**src/rtl/half_pkg.sv**
```systemverilog
// Shared definitions for the half-precision stream transposer.
//   DATA_W_DEFAULT : default element width (IEEE-754 half)
//   bank_state_t   : life cycle of one buffer bank
//   addr_width()   : address bits needed for an n-entry bank (at least 1)
package half_pkg;

    localparam int DATA_W_DEFAULT = 16;

    typedef enum logic [1:0] {
        EMPTY    = 2'd0,
        FILLING  = 2'd1,
        FULL     = 2'd2,
        DRAINING = 2'd3
    } bank_state_t;

    // A one-entry bank still needs a one-bit address so index widths stay legal.
    function automatic int addr_width(input int n);
        if (n <= 1) begin
            return 1;
        end else begin
            return $clog2(n);
        end
    endfunction

endpackage

```
**src/rtl/half_stream_transpose_if.sv**
```systemverilog
// Stream bundle of the transposer: input element stream, output element
// stream and the sticky in_last error flag.
//   slave  : transposer side (consumes in_*, produces out_* and err_last)
//   master : environment side (producer and consumer)
interface half_stream_transpose_if #(
    parameter int DATA_W = half_pkg::DATA_W_DEFAULT
);
    logic              in_valid;
    logic              in_ready;
    logic [DATA_W-1:0] in_data;
    logic              in_last;
    logic              mode_tr;
    logic              out_valid;
    logic              out_ready;
    logic [DATA_W-1:0] out_data;
    logic              out_row_last;
    logic              out_last;
    logic              err_last;

    modport slave (
        input  in_valid, in_data, in_last, mode_tr, out_ready,
        output in_ready, out_valid, out_data, out_row_last, out_last, err_last
    );

    modport master (
        output in_valid, in_data, in_last, mode_tr, out_ready,
        input  in_ready, out_valid, out_data, out_row_last, out_last, err_last
    );
endinterface

```
**src/rtl/half_tbuf_bank.sv**
```systemverilog
// One buffer bank of the transposer: DEPTH-entry storage with synchronous
// write and asynchronous read, the bank state register and the mode bit
// captured with the first element written into an empty bank.
// Ports:
//   clk, rst_n          clock, asynchronous active-low reset
//   wr_en/wr_last       write strobe / this write is the final element
//   wr_mode             mode_tr presented with the write
//   wr_addr/wr_data     write address and element
//   rd_en/rd_last       element taken by the output register / final one
//   rd_addr/rd_data     asynchronous read port
//   state, mode         current bank state and latched mode
module half_tbuf_bank
    import half_pkg::*;
#(
    parameter int DEPTH  = 100,
    parameter int AW     = 7,
    parameter int DATA_W = DATA_W_DEFAULT
) (
    input  logic              clk,
    input  logic              rst_n,
    input  logic              wr_en,
    input  logic              wr_last,
    input  logic              wr_mode,
    input  logic [AW-1:0]     wr_addr,
    input  logic [DATA_W-1:0] wr_data,
    input  logic              rd_en,
    input  logic              rd_last,
    input  logic [AW-1:0]     rd_addr,
    output logic [DATA_W-1:0] rd_data,
    output bank_state_t       state,
    output logic              mode
);

    bank_state_t       state_r;
    bank_state_t       state_nxt_s;
    logic              mode_r;
    logic [DATA_W-1:0] mem_r [DEPTH];

    // Bank life cycle; a one-entry bank jumps straight to FULL / EMPTY.
    always_comb begin
        state_nxt_s = state_r;
        case (state_r)
            EMPTY: begin
                if (wr_en) begin
                    state_nxt_s = wr_last ? FULL : FILLING;
                end else begin
                    state_nxt_s = EMPTY;
                end
            end
            FILLING: begin
                if (wr_en && wr_last) begin
                    state_nxt_s = FULL;
                end else begin
                    state_nxt_s = FILLING;
                end
            end
            FULL: begin
                if (rd_en) begin
                    state_nxt_s = rd_last ? EMPTY : DRAINING;
                end else begin
                    state_nxt_s = FULL;
                end
            end
            DRAINING: begin
                if (rd_en && rd_last) begin
                    state_nxt_s = EMPTY;
                end else begin
                    state_nxt_s = DRAINING;
                end
            end
            default: state_nxt_s = EMPTY;
        endcase
    end

    // State register.
    always_ff @(posedge clk or negedge rst_n) begin
        if (!rst_n) begin
            state_r <= EMPTY;
        end else begin
            state_r <= state_nxt_s;
        end
    end

    // Mode is fixed for the whole matrix by its first element.
    always_ff @(posedge clk or negedge rst_n) begin
        if (!rst_n) begin
            mode_r <= 1'b0;
        end else if (wr_en && (state_r == EMPTY)) begin
            mode_r <= wr_mode;
        end
    end

    // Element storage; contents are don't-care after reset.
    always_ff @(posedge clk) begin
        if (wr_en) begin
            mem_r[wr_addr] <= wr_data;
        end
    end

    assign rd_data = mem_r[rd_addr];
    assign state   = state_r;
    assign mode    = mode_r;

endmodule

```
**src/rtl/half_stream_transpose.sv**
```systemverilog
// Streaming double-buffered WIDTH x HEIGHT transposer. Elements arrive in
// row-major order (outer i over WIDTH, inner j over HEIGHT) and leave either
// as the HEIGHT x WIDTH transpose or unchanged (mode_tr latched per matrix).
// Ports:
//   clk, rst_n  clock, asynchronous active-low reset
//   bus         half_stream_transpose_if.slave: in_valid/in_ready/in_data/
//               in_last/mode_tr, out_valid/out_ready/out_data/out_row_last/
//               out_last, sticky err_last
module half_stream_transpose
    import half_pkg::*;
#(
    parameter int WIDTH  = 10,
    parameter int HEIGHT = 10,
    parameter int DATA_W = DATA_W_DEFAULT
) (
    input  logic                     clk,
    input  logic                     rst_n,
    half_stream_transpose_if.slave   bus
);

    localparam int N  = WIDTH * HEIGHT;
    localparam int AW = addr_width(N);

    localparam logic [AW-1:0] LAST_IDX = AW'(N - 1);
    localparam logic [AW-1:0] W_LAST   = AW'(WIDTH - 1);
    localparam logic [AW-1:0] H_LAST   = AW'(HEIGHT - 1);
    localparam logic [AW-1:0] H_STEP   = AW'(HEIGHT);

    // Bank-side signals
    bank_state_t       state_s   [2];
    logic              mode_s    [2];
    logic [DATA_W-1:0] rd_data_s [2];
    logic              wr_en_s   [2];
    logic              rd_en_s   [2];

    // Write side
    logic              wbank_r;
    logic [AW-1:0]     wcnt_r;
    logic              err_last_r;
    logic              in_ready_s;
    logic              wr_fire_s;
    logic              wr_last_s;

    // Read side
    logic              rbank_r;
    logic [AW-1:0]     rd_cnt_r;
    logic [AW-1:0]     rd_addr_r;
    logic [AW-1:0]     rd_pos_r;   // position inside the current output row
    logic [AW-1:0]     rd_col_r;   // j of the current transposed row
    logic [AW-1:0]     rd_addr_nxt_s;
    logic [AW-1:0]     rd_pos_nxt_s;
    logic [AW-1:0]     rd_col_nxt_s;
    logic              rd_avail_s;
    logic              load_s;
    logic              rd_fire_s;
    logic              rd_mode_s;
    logic              rd_last_s;
    logic              rd_row_last_s;

    // Output register
    logic              out_valid_r;
    logic [DATA_W-1:0] out_data_r;
    logic              out_row_last_r;
    logic              out_last_r;

    // Handshake decode and per-bank strobes.
    always_comb begin
        in_ready_s    = (state_s[wbank_r] == EMPTY) || (state_s[wbank_r] == FILLING);
        wr_fire_s     = bus.in_valid && in_ready_s;
        wr_last_s     = (wcnt_r == LAST_IDX);
        rd_avail_s    = (state_s[rbank_r] == FULL) || (state_s[rbank_r] == DRAINING);
        load_s        = !out_valid_r || bus.out_ready;
        rd_fire_s     = rd_avail_s && load_s;
        rd_mode_s     = mode_s[rbank_r];
        rd_last_s     = (rd_cnt_r == LAST_IDX);
        rd_row_last_s = rd_mode_s ? (rd_pos_r == W_LAST) : (rd_pos_r == H_LAST);
        wr_en_s[0]    = wr_fire_s && (wbank_r == 1'b0);
        wr_en_s[1]    = wr_fire_s && (wbank_r == 1'b1);
        rd_en_s[0]    = rd_fire_s && (rbank_r == 1'b0);
        rd_en_s[1]    = rd_fire_s && (rbank_r == 1'b1);
    end

    // Read address generator: transpose steps by HEIGHT and restarts at j+1
    // after each output row, so no multiplier is needed.
    always_comb begin
        rd_addr_nxt_s = rd_addr_r;
        rd_pos_nxt_s  = rd_pos_r;
        rd_col_nxt_s  = rd_col_r;
        if (rd_last_s) begin
            rd_addr_nxt_s = '0;
            rd_pos_nxt_s  = '0;
            rd_col_nxt_s  = '0;
        end else if (rd_mode_s) begin
            if (rd_row_last_s) begin
                rd_col_nxt_s  = rd_col_r + AW'(1);
                rd_addr_nxt_s = rd_col_r + AW'(1);
                rd_pos_nxt_s  = '0;
            end else begin
                rd_addr_nxt_s = rd_addr_r + H_STEP;
                rd_pos_nxt_s  = rd_pos_r + AW'(1);
            end
        end else begin
            rd_addr_nxt_s = rd_addr_r + AW'(1);
            if (rd_row_last_s) begin
                rd_pos_nxt_s = '0;
            end else begin
                rd_pos_nxt_s = rd_pos_r + AW'(1);
            end
        end
    end

    // Write counter, write bank select and sticky in_last check.
    always_ff @(posedge clk or negedge rst_n) begin
        if (!rst_n) begin
            wbank_r    <= 1'b0;
            wcnt_r     <= '0;
            err_last_r <= 1'b0;
        end else if (wr_fire_s) begin
            if (wr_last_s) begin
                wcnt_r  <= '0;
                wbank_r <= ~wbank_r;
            end else begin
                wcnt_r  <= wcnt_r + AW'(1);
            end
            if (bus.in_last != wr_last_s) begin
                err_last_r <= 1'b1;
            end
        end
    end

    // Read counters, read bank select and output register.
    always_ff @(posedge clk or negedge rst_n) begin
        if (!rst_n) begin
            rbank_r        <= 1'b0;
            rd_cnt_r       <= '0;
            rd_addr_r      <= '0;
            rd_pos_r       <= '0;
            rd_col_r       <= '0;
            out_valid_r    <= 1'b0;
            out_data_r     <= '0;
            out_row_last_r <= 1'b0;
            out_last_r     <= 1'b0;
        end else if (rd_fire_s) begin
            rd_addr_r      <= rd_addr_nxt_s;
            rd_pos_r       <= rd_pos_nxt_s;
            rd_col_r       <= rd_col_nxt_s;
            if (rd_last_s) begin
                rd_cnt_r <= '0;
                rbank_r  <= ~rbank_r;
            end else begin
                rd_cnt_r <= rd_cnt_r + AW'(1);
            end
            out_valid_r    <= 1'b1;
            out_data_r     <= rd_data_s[rbank_r];
            out_row_last_r <= rd_row_last_s;
            out_last_r     <= rd_last_s;
        end else if (load_s) begin
            out_valid_r <= 1'b0;
        end
    end

    half_tbuf_bank #(
        .DEPTH  (N),
        .AW     (AW),
        .DATA_W (DATA_W)
    ) u_bank0 (
        .clk     (clk),
        .rst_n   (rst_n),
        .wr_en   (wr_en_s[0]),
        .wr_last (wr_last_s),
        .wr_mode (bus.mode_tr),
        .wr_addr (wcnt_r),
        .wr_data (bus.in_data),
        .rd_en   (rd_en_s[0]),
        .rd_last (rd_last_s),
        .rd_addr (rd_addr_r),
        .rd_data (rd_data_s[0]),
        .state   (state_s[0]),
        .mode    (mode_s[0])
    );

    half_tbuf_bank #(
        .DEPTH  (N),
        .AW     (AW),
        .DATA_W (DATA_W)
    ) u_bank1 (
        .clk     (clk),
        .rst_n   (rst_n),
        .wr_en   (wr_en_s[1]),
        .wr_last (wr_last_s),
        .wr_mode (bus.mode_tr),
        .wr_addr (wcnt_r),
        .wr_data (bus.in_data),
        .rd_en   (rd_en_s[1]),
        .rd_last (rd_last_s),
        .rd_addr (rd_addr_r),
        .rd_data (rd_data_s[1]),
        .state   (state_s[1]),
        .mode    (mode_s[1])
    );

    assign bus.in_ready     = in_ready_s;
    assign bus.out_valid    = out_valid_r;
    assign bus.out_data     = out_data_r;
    assign bus.out_row_last = out_row_last_r;
    assign bus.out_last     = out_last_r;
    assign bus.err_last     = err_last_r;

endmodule

```
**src/flat_wrapper.sv**
```systemverilog
// flat-port wrapper written by rule: the top's interface ports become plain ports
module half_stream_transpose_flat import half_pkg::*;
#(
    parameter int WIDTH  = 10,
    parameter int HEIGHT = 10,
    parameter int DATA_W = DATA_W_DEFAULT
)
  (clk, rst_n, bus_in_valid, bus_in_data, bus_in_last, bus_mode_tr, bus_out_ready, bus_in_ready, bus_out_valid, bus_out_data, bus_out_row_last, bus_out_last, bus_err_last);
  half_stream_transpose_if #(.DATA_W(DATA_W)) bus_i ();
  input  logic clk;
  input  logic rst_n;
  input wire logic [$bits(bus_i.in_valid)-1:0] bus_in_valid;
  input wire logic [$bits(bus_i.in_data)-1:0] bus_in_data;
  input wire logic [$bits(bus_i.in_last)-1:0] bus_in_last;
  input wire logic [$bits(bus_i.mode_tr)-1:0] bus_mode_tr;
  input wire logic [$bits(bus_i.out_ready)-1:0] bus_out_ready;
  output wire logic [$bits(bus_i.in_ready)-1:0] bus_in_ready;
  output wire logic [$bits(bus_i.out_valid)-1:0] bus_out_valid;
  output wire logic [$bits(bus_i.out_data)-1:0] bus_out_data;
  output wire logic [$bits(bus_i.out_row_last)-1:0] bus_out_row_last;
  output wire logic [$bits(bus_i.out_last)-1:0] bus_out_last;
  output wire logic [$bits(bus_i.err_last)-1:0] bus_err_last;
  assign bus_i.in_valid = bus_in_valid;
  assign bus_i.in_data = bus_in_data;
  assign bus_i.in_last = bus_in_last;
  assign bus_i.mode_tr = bus_mode_tr;
  assign bus_i.out_ready = bus_out_ready;
  assign bus_in_ready = bus_i.in_ready;
  assign bus_out_valid = bus_i.out_valid;
  assign bus_out_data = bus_i.out_data;
  assign bus_out_row_last = bus_i.out_row_last;
  assign bus_out_last = bus_i.out_last;
  assign bus_err_last = bus_i.err_last;
  half_stream_transpose #(.WIDTH(WIDTH), .HEIGHT(HEIGHT), .DATA_W(DATA_W)) u_core (.clk(clk), .rst_n(rst_n), .bus(bus_i));
endmodule
```
**config.mk**
```make
export PLATFORM = sky130hd
export DESIGN_NAME = half_stream_transpose_flat
export DESIGN_NICKNAME = d
export VERILOG_FILES = /design/src/rtl/half_pkg.sv /design/src/rtl/half_stream_transpose_if.sv /design/src/rtl/half_tbuf_bank.sv /design/src/rtl/half_stream_transpose.sv /design/src/flat_wrapper.sv
export SDC_FILE = /design/constraint.sdc
export NUM_CORES = 2
export LEC_CHECK = 0
export CAP_MARGIN = 20
export CORE_MARGIN = 10
export CORE_UTILIZATION = 45
export CTS_BUF_LIST = sky130_fd_sc_hd__clkbuf_16
export DETAILED_ROUTE_END_ITERATION = 8
export GPL_TIMING_DRIVEN = 0
export PLACE_DENSITY = 0.59
export SLEW_MARGIN = 0
export SYNTH_ARGS = -nofsm -noshare
export SYNTH_HDL_FRONTEND = slang
export SYNTH_HIERARCHICAL = 1
export SYNTH_SLANG_ARGS = --single-unit
```
**constraint.sdc**
```tcl
create_clock -name clk -period 4.46 [get_ports clk]
set_clock_uncertainty 0.05 [all_clocks]
set_input_delay 0.892 -clock clk [delete_from_list [all_inputs] [get_ports clk]]
set_output_delay 0.892 -clock clk [all_outputs]
set_load 0.02 [all_outputs]
```
======== Word level (Yosys, flattened, before mapping) ========
Memory sizes are Yosys's and may differ from the RTL's.
Index checks and enable logic that the tools add are counted.
word-level totals
  register bits after elaboration ......... 63
  memory bits (writable) .................. 3,200
  bits of input ports ..................... 22
  output and inout port bits .............. 21
  word-level logic and storage cells ...... 109
  memories ................................ 2
cells by class
  $add $sub $neg .......................... 6
  magnitude comparators ................... 2
  equality and inequality tests ........... 13
  multiplexer cells ....................... 40
  bitwise operators ....................... 4
  reduce and logical (&&, ||, !) cells .... 26
memories
  memory                depth  bits a word  read ports  clocked after memory_dff  write ports  RTL line              text
  u_core.u_bank0.mem_r  100    16           1           0                         1            half_tbuf_bank.sv:37  logic [DATA_W-1:0] mem_r [DEPTH];
  u_core.u_bank1.mem_r  100    16           1           0                         1            half_tbuf_bank.sv:37
operator list
  cell                   number
  $mux W7                10
  $mux W16               3
  $add A7 B1 Y7 const B  5
  $mux W2                16
  $pmux W2 S4            2
  $eq A7 B7 Y1 const B   2
  $eq A2 B2 Y1 const B   6
  $logic_and A1 B1 Y1    12
  $mux W1                9
  $add A7 B4 Y7 const B  1
  $eq A7 B4 Y1 const B   1
  $eq A2 B1 Y1 const B   3
  $logic_not A2 Y1       3
  $reduce_and A2 Y1      3
  $reduce_bool A2 Y1     3
  $ge A2 B2 Y1 const B   2
  $not A1 Y2             2
  $logic_or A1 B1 Y1     3
  $reduce_and A3 Y1      1
  $not A1 Y1             2
  $logic_not A1 Y1       1
  $ne A1 B1 Y1           1

======== Logic depth before layout (Yosys ltp) ========
  depth in word-level cells ............... 11
  gate-level depth with buffers ........... 13

======== Modules after synthesis ========
Netlist, hierarchy kept.
modules (own cells, without submodules)
  module                 instances  cells each  area an instance (µm²)  sequential area each (µm²)
  half_tbuf_bank         2          2,747       62,227.2                48,121.2
  half_stream_transpose  1          294         3,032.9                 1,426.4

======== Worst setup path after synthesis ========
No wires, ideal clock.
  kind .................................... input to register
  start ................................... input port bus_in_valid
  end ..................................... memory u_core/u_bank0/mem_r[60][0] (netlist bit) (enable)
  library setup time ...................... 409 ps
  data arrival time ....................... 2,864 ps
  setup slack ............................. 1,137 ps
  stages on the path ...................... 5
  cells stage by stage .................... nor3b_1 and2_1 clkbuf_1 nand4_1 nor3_1
between the ends
  cells in the longest elaborated chain, start to end .. 4
ends and longest elaborated chain
  what                           RTL line                     text
  from (decl)                    flat_wrapper.sv:12           input wire logic [$bits(bus_i.in_valid)-1:0] bus_in_valid;
  $logic_and A1 B1 Y1            half_stream_transpose.sv:69  wr_fire_s = bus.in_valid && in_ready_s;
  $logic_and A1 B1 Y1            half_stream_transpose.sv:77  wr_en_s[0] = wr_fire_s && (wbank_r == 1'b0);
  $mux W1                        half_tbuf_bank.sv:95         if (wr_en) begin
  $mux W1 (not written as such)  half_tbuf_bank.sv:96         mem_r[wr_addr] <= wr_data;
  to (decl)                      half_tbuf_bank.sv:37
Every way passes these cells.

==> results.py <==
metrics = {
    "min_path": {
        "hold_path_class": "in -> reg",
    },
    "timing": {
        "final_hold_viol_count": 0,
        "rsz0062_at_grt": "false",
        "finalMaxSlewViolations": 0,
        "slew_headroom_pct": 11.1,
        "period_share_pct": 105,
        "worst_pin_slew_ns": 1.33,
        "min_period_ns": 4.67,
        "max_freq_mhz": 214,
        "setup_ws_ns": -0.207,
        "finalSetupViolCount": 6,
    },
    "clock_tree": {
        "cts.sinks": 3263,
        "cts.clk_slew.worst_paths_ns": 0.06,
        "cts.root.buffer_cell": "clkbuf_16",
        "htree_levels": 5,
        "cts_buffers": 342,
        "clk_path_buf_depth": 4,
        "cts_tree": "built",
        "cts_setup_buffers": 0,
        "insertion_delay_ns": 0.95,
    },
    "routing": {
        "first_iter_violations": 9666,
        "highest_layer": "met5",
        "ant_nets": 0,
        "first_pass_iters": 7,
        "via_per_inst": 6.37,
        "wl_met1_microns": 151000,
        "vias": 66500,
        "wire_per_inst_microns": 36.4,
        "routed_wl_microns": 380000,
        "remaining_drc_errors": 0,
        "wl_met3_microns": 40900,
        "wl_met2_microns": 169000,
    },
    "layout": {
        "final_common_cell": "edfxtp_1",
        "finish.utilization_pct": 52.6,
        "layout_common_cells": "3200 x edfxtp_1, 690 x mux4_2, 343 x clkbuf_16",
        "layout-drive-gt1-share_pct": 29.7,
        "area_delta_synth_final_pct": 16.4,
        "fin_area_sq_um": 148000,
        "layout.nets": 6434,
    },
    "power_and_ir_drop": {
        "clockPowerShare_pct": 35.6,
        "p_seq_share_pct": 44.1,
        "p_comb_share_pct": 20.3,
        "vdd_ir_drop_max_uv": 294,
        "internal_power_mw": 55.8,
        "powerDensity_nw_per_um2": 527,
        "switching_share_pct": 28.6,
        "leakagePower_nw": 46.9,
        "switchingPower_mw": 22.4,
    },
    "synthesis": {
        "yosys.cell_types.count": 73,
        "ys_async_sr_fraction_pct": 1.93,
        "syn_area_sq_um": 127000,
        "yosys_warnings": 6,
        "seq_area_frac_synth_pct": 76.6,
        "ys_ff_latch": 3263,
        "synth_cells": 5788,
        "synth_edf_count": 3200,
        "synth-main-ff-cell": "edfxtp_1",
        "syn_nets": 5817,
        "syn_area_per_cell_sq_um": 22.0,
    },
    "global_route": {
        "grt_max_degree": 141,
        "grt_pass1_wl_microns": 522000,
        "antenna_found_initial": 25,
        "grt_usage_pct": 24.2,
        "grt_pass1_vias": 64500,
        "overflow": 0,
    },
    "floorplan": {
        "die_area_sq_um": 305000,
        "rows": 195,
        "core_sq_um": 282000,
        "fp.dieW_microns": 552,
        "die_height_microns": 552,
        "ios": 43,
        "initial_core_util_pct": 45.2,
    },
    "critical_path": {
        "start_kind": "flip-flop",
        "critPathArrivalTime_ns": 5.42,
        "crit_required_ns": 5.21,
        "worst_setup_path_end_kind": "flip-flop",
        "crit_fanout": 15,
        "worstSetupPathType": "reg -> reg",
    },
    "place": {
        "portBuffers": 42,
        "place.gp.congestion": 0.991,
        "placed_area_sq_um": 137000,
        "dp_hpwl_microns": 259000,
    },
    "status": {
        "violations": "setup timing",
        "status": "finished with violations",
    },
    "run": {
        "cap_violations": 0,
    },
}
==> metrics by stage <==
step / setup slack [ns] / TNS (ns) / hold WS (ns) / power, mW / cells
floorplan: 1.14 / 0 / 0.400 / 43.6 / 5788
global placement: -4.41 / - / 0.444 / 50.4 / 9573
detailed placement: -0.368 / -74.53 / 0.433 / 50.6 / 9803
CTS: 0.000724 / 0 / 0.333 / 78.2 / 10400
global route: 0.0121 / 0 / 0.352 / 80.1 / 10400
finish: -0.207 / -0.483 / 0.339 / 78.2 / 10400
==> worst max-delay path, cell delays in order, from the launching register on <==
cell and delay, ns:
dfrtp_1 0.80, buf_2 0.55, inv_1 0.15, clkbuf_1 0.53, nor2_1 0.67, buf_4 0.33
nand3_1 0.11, o211ai_1 0.46, a31oi_1 0.34, nor3b_1 0.24, a221o_1 0.28
==> timing repair <==
item                                   in CTS  in global routing
pin swaps                                   1                  2
hold buffers                                1                  0
gates resized for setup                    53                 22
endpoints found under the hold margin       4                  0
cloned                                      0                  0
setup endpoints to repair                  16                 16
==> cells by family (layout without fill, tap and decap cells) <==
| group | after synthesis | in the layout | synth area share, % |
|---|---|---|---|
| buf+inv | 329 | 1227 | 1.79 |
| fa+ha+maj | 7 | 7 | 0.0687 |
| compound gates | 521 | 521 | 3.01 |
| flops | 3263 | 3263 | 76.6 |
| xor+xnor | 15 | 15 | 0.103 |
| simple gates | 536 | 536 | 1.98 |
| mux | 1117 | 1117 | 16.4 |
| other cells | 0 | 8 | 0 |
==> area by class of cell <==
type / count / area, sq um
clock buffers: 343 / 8580
inverters: 12 / 45.0
diodes: 8 / 20.0
well taps: 3743 / 4680
clock inverters: 282 / 2310
flip-flops and latches: 3263 / 97700
fillers: 21800 / 134000
plain buffers: 316 / 2330
repair buffers: 274 / 4600
multi-input cells: 2196 / 28200
==> cells in the mapped netlist (all sizes together), types with 8 or more instances <==
| master | instances | area (sq um) |
|---|---|---|
| edfxtp | 3200 | 96100 |
| mux4 | 756 | 17300 |
| mux2i | 306 | 3060 |
| buf | 252 | 1990 |
| nor2 | 250 | 948 |
| a22oi | 143 | 1070 |
| nand2 | 106 | 400 |
| a21oi | 85 | 425 |
| clkbuf | 65 | 246 |
| dfrtp | 63 | 1580 |
| mux2 | 55 | 619 |
| a211oi | 46 | 375 |
| nor2b | 46 | 288 |
| o22ai | 41 | 257 |
| o21ai | 40 | 200 |
| a221oi | 32 | 362 |
| a31oi | 32 | 200 |
| nand3 | 25 | 125 |
| a221o | 23 | 230 |
| nor3b | 19 | 148 |
| o41ai | 17 | 149 |
| and2 | 16 | 105 |
| nand2b | 15 | 93.8 |
| nand4 | 12 | 75.1 |
| or3 | 11 | 68.8 |
| inv | 10 | 37.5 |
| nor3 | 10 | 55.1 |
| o32ai | 10 | 87.6 |
| and3 | 8 | 51.3 |
| o211ai | 8 | 60.1 |
| o221ai | 8 | 70.1 |
| o22a | 8 | 70.1 |
| or2 | 8 | 50.0 |
| xor2 | 8 | 70.1 |
==> sequential cells by signal, summed over array words and instances (netlist names), 2 cells and up <==
register	flops
u_core/u_bank0/mem_r	1600
u_core/u_bank1/mem_r	1600
u_core/bus.out_data	16
u_core/rd_addr_r	7
u_core/rd_cnt_r	7
u_core/rd_col_r	7
u_core/rd_pos_r	7
u_core/wcnt_r	7
u_core/u_bank0/state	2
u_core/u_bank1/state	2
==> per-layer routing <==
metal / global-route usage (%) / up-vias
li1: - / 25900
met2: 36.1 / 3936
met3: 6.41 / 734
met1: 34.1 / 35900
met4: 9.74 / 8
met5: 0.266 / -
==> path summary, 6_finish.rpt <==
path | start | end | slack, ns | depth (start not counted)
worst max-delay path | u_core/rd_addr_r[3] | u_core/bus.out_data[15] | -0.21 | 10
worst min-delay path | bus_in_data[1] | u_core/u_bank0/mem_r[47][1] | 0.34 | 1
worst max register to register | u_core/rd_addr_r[3] | u_core/bus.out_data[15] | -0.21 | 10
worst min register to register | u_core/rd_cnt_r[6] | u_core/rd_cnt_r[6] | 0.45 | 1
max in group asynchronous | rst_n | u_core/wcnt_r[2] | 3.01 | 2
min in group asynchronous | rst_n | u_core/rd_cnt_r[0] | 0.75 | 2
==> power by group through the flow <==
stage,logic [mW],registers (mW),clock network [mW]
global route,16.1,34.5,29.5
floorplan,8.62,34.9,0
global placement,15.0,35.4,0
CTS,15.5,34.5,28.2
finish,15.9,34.5,27.8
detailed placement,15.4,35.1,0
No activity file was read; power rests on OpenSTA's default activity.
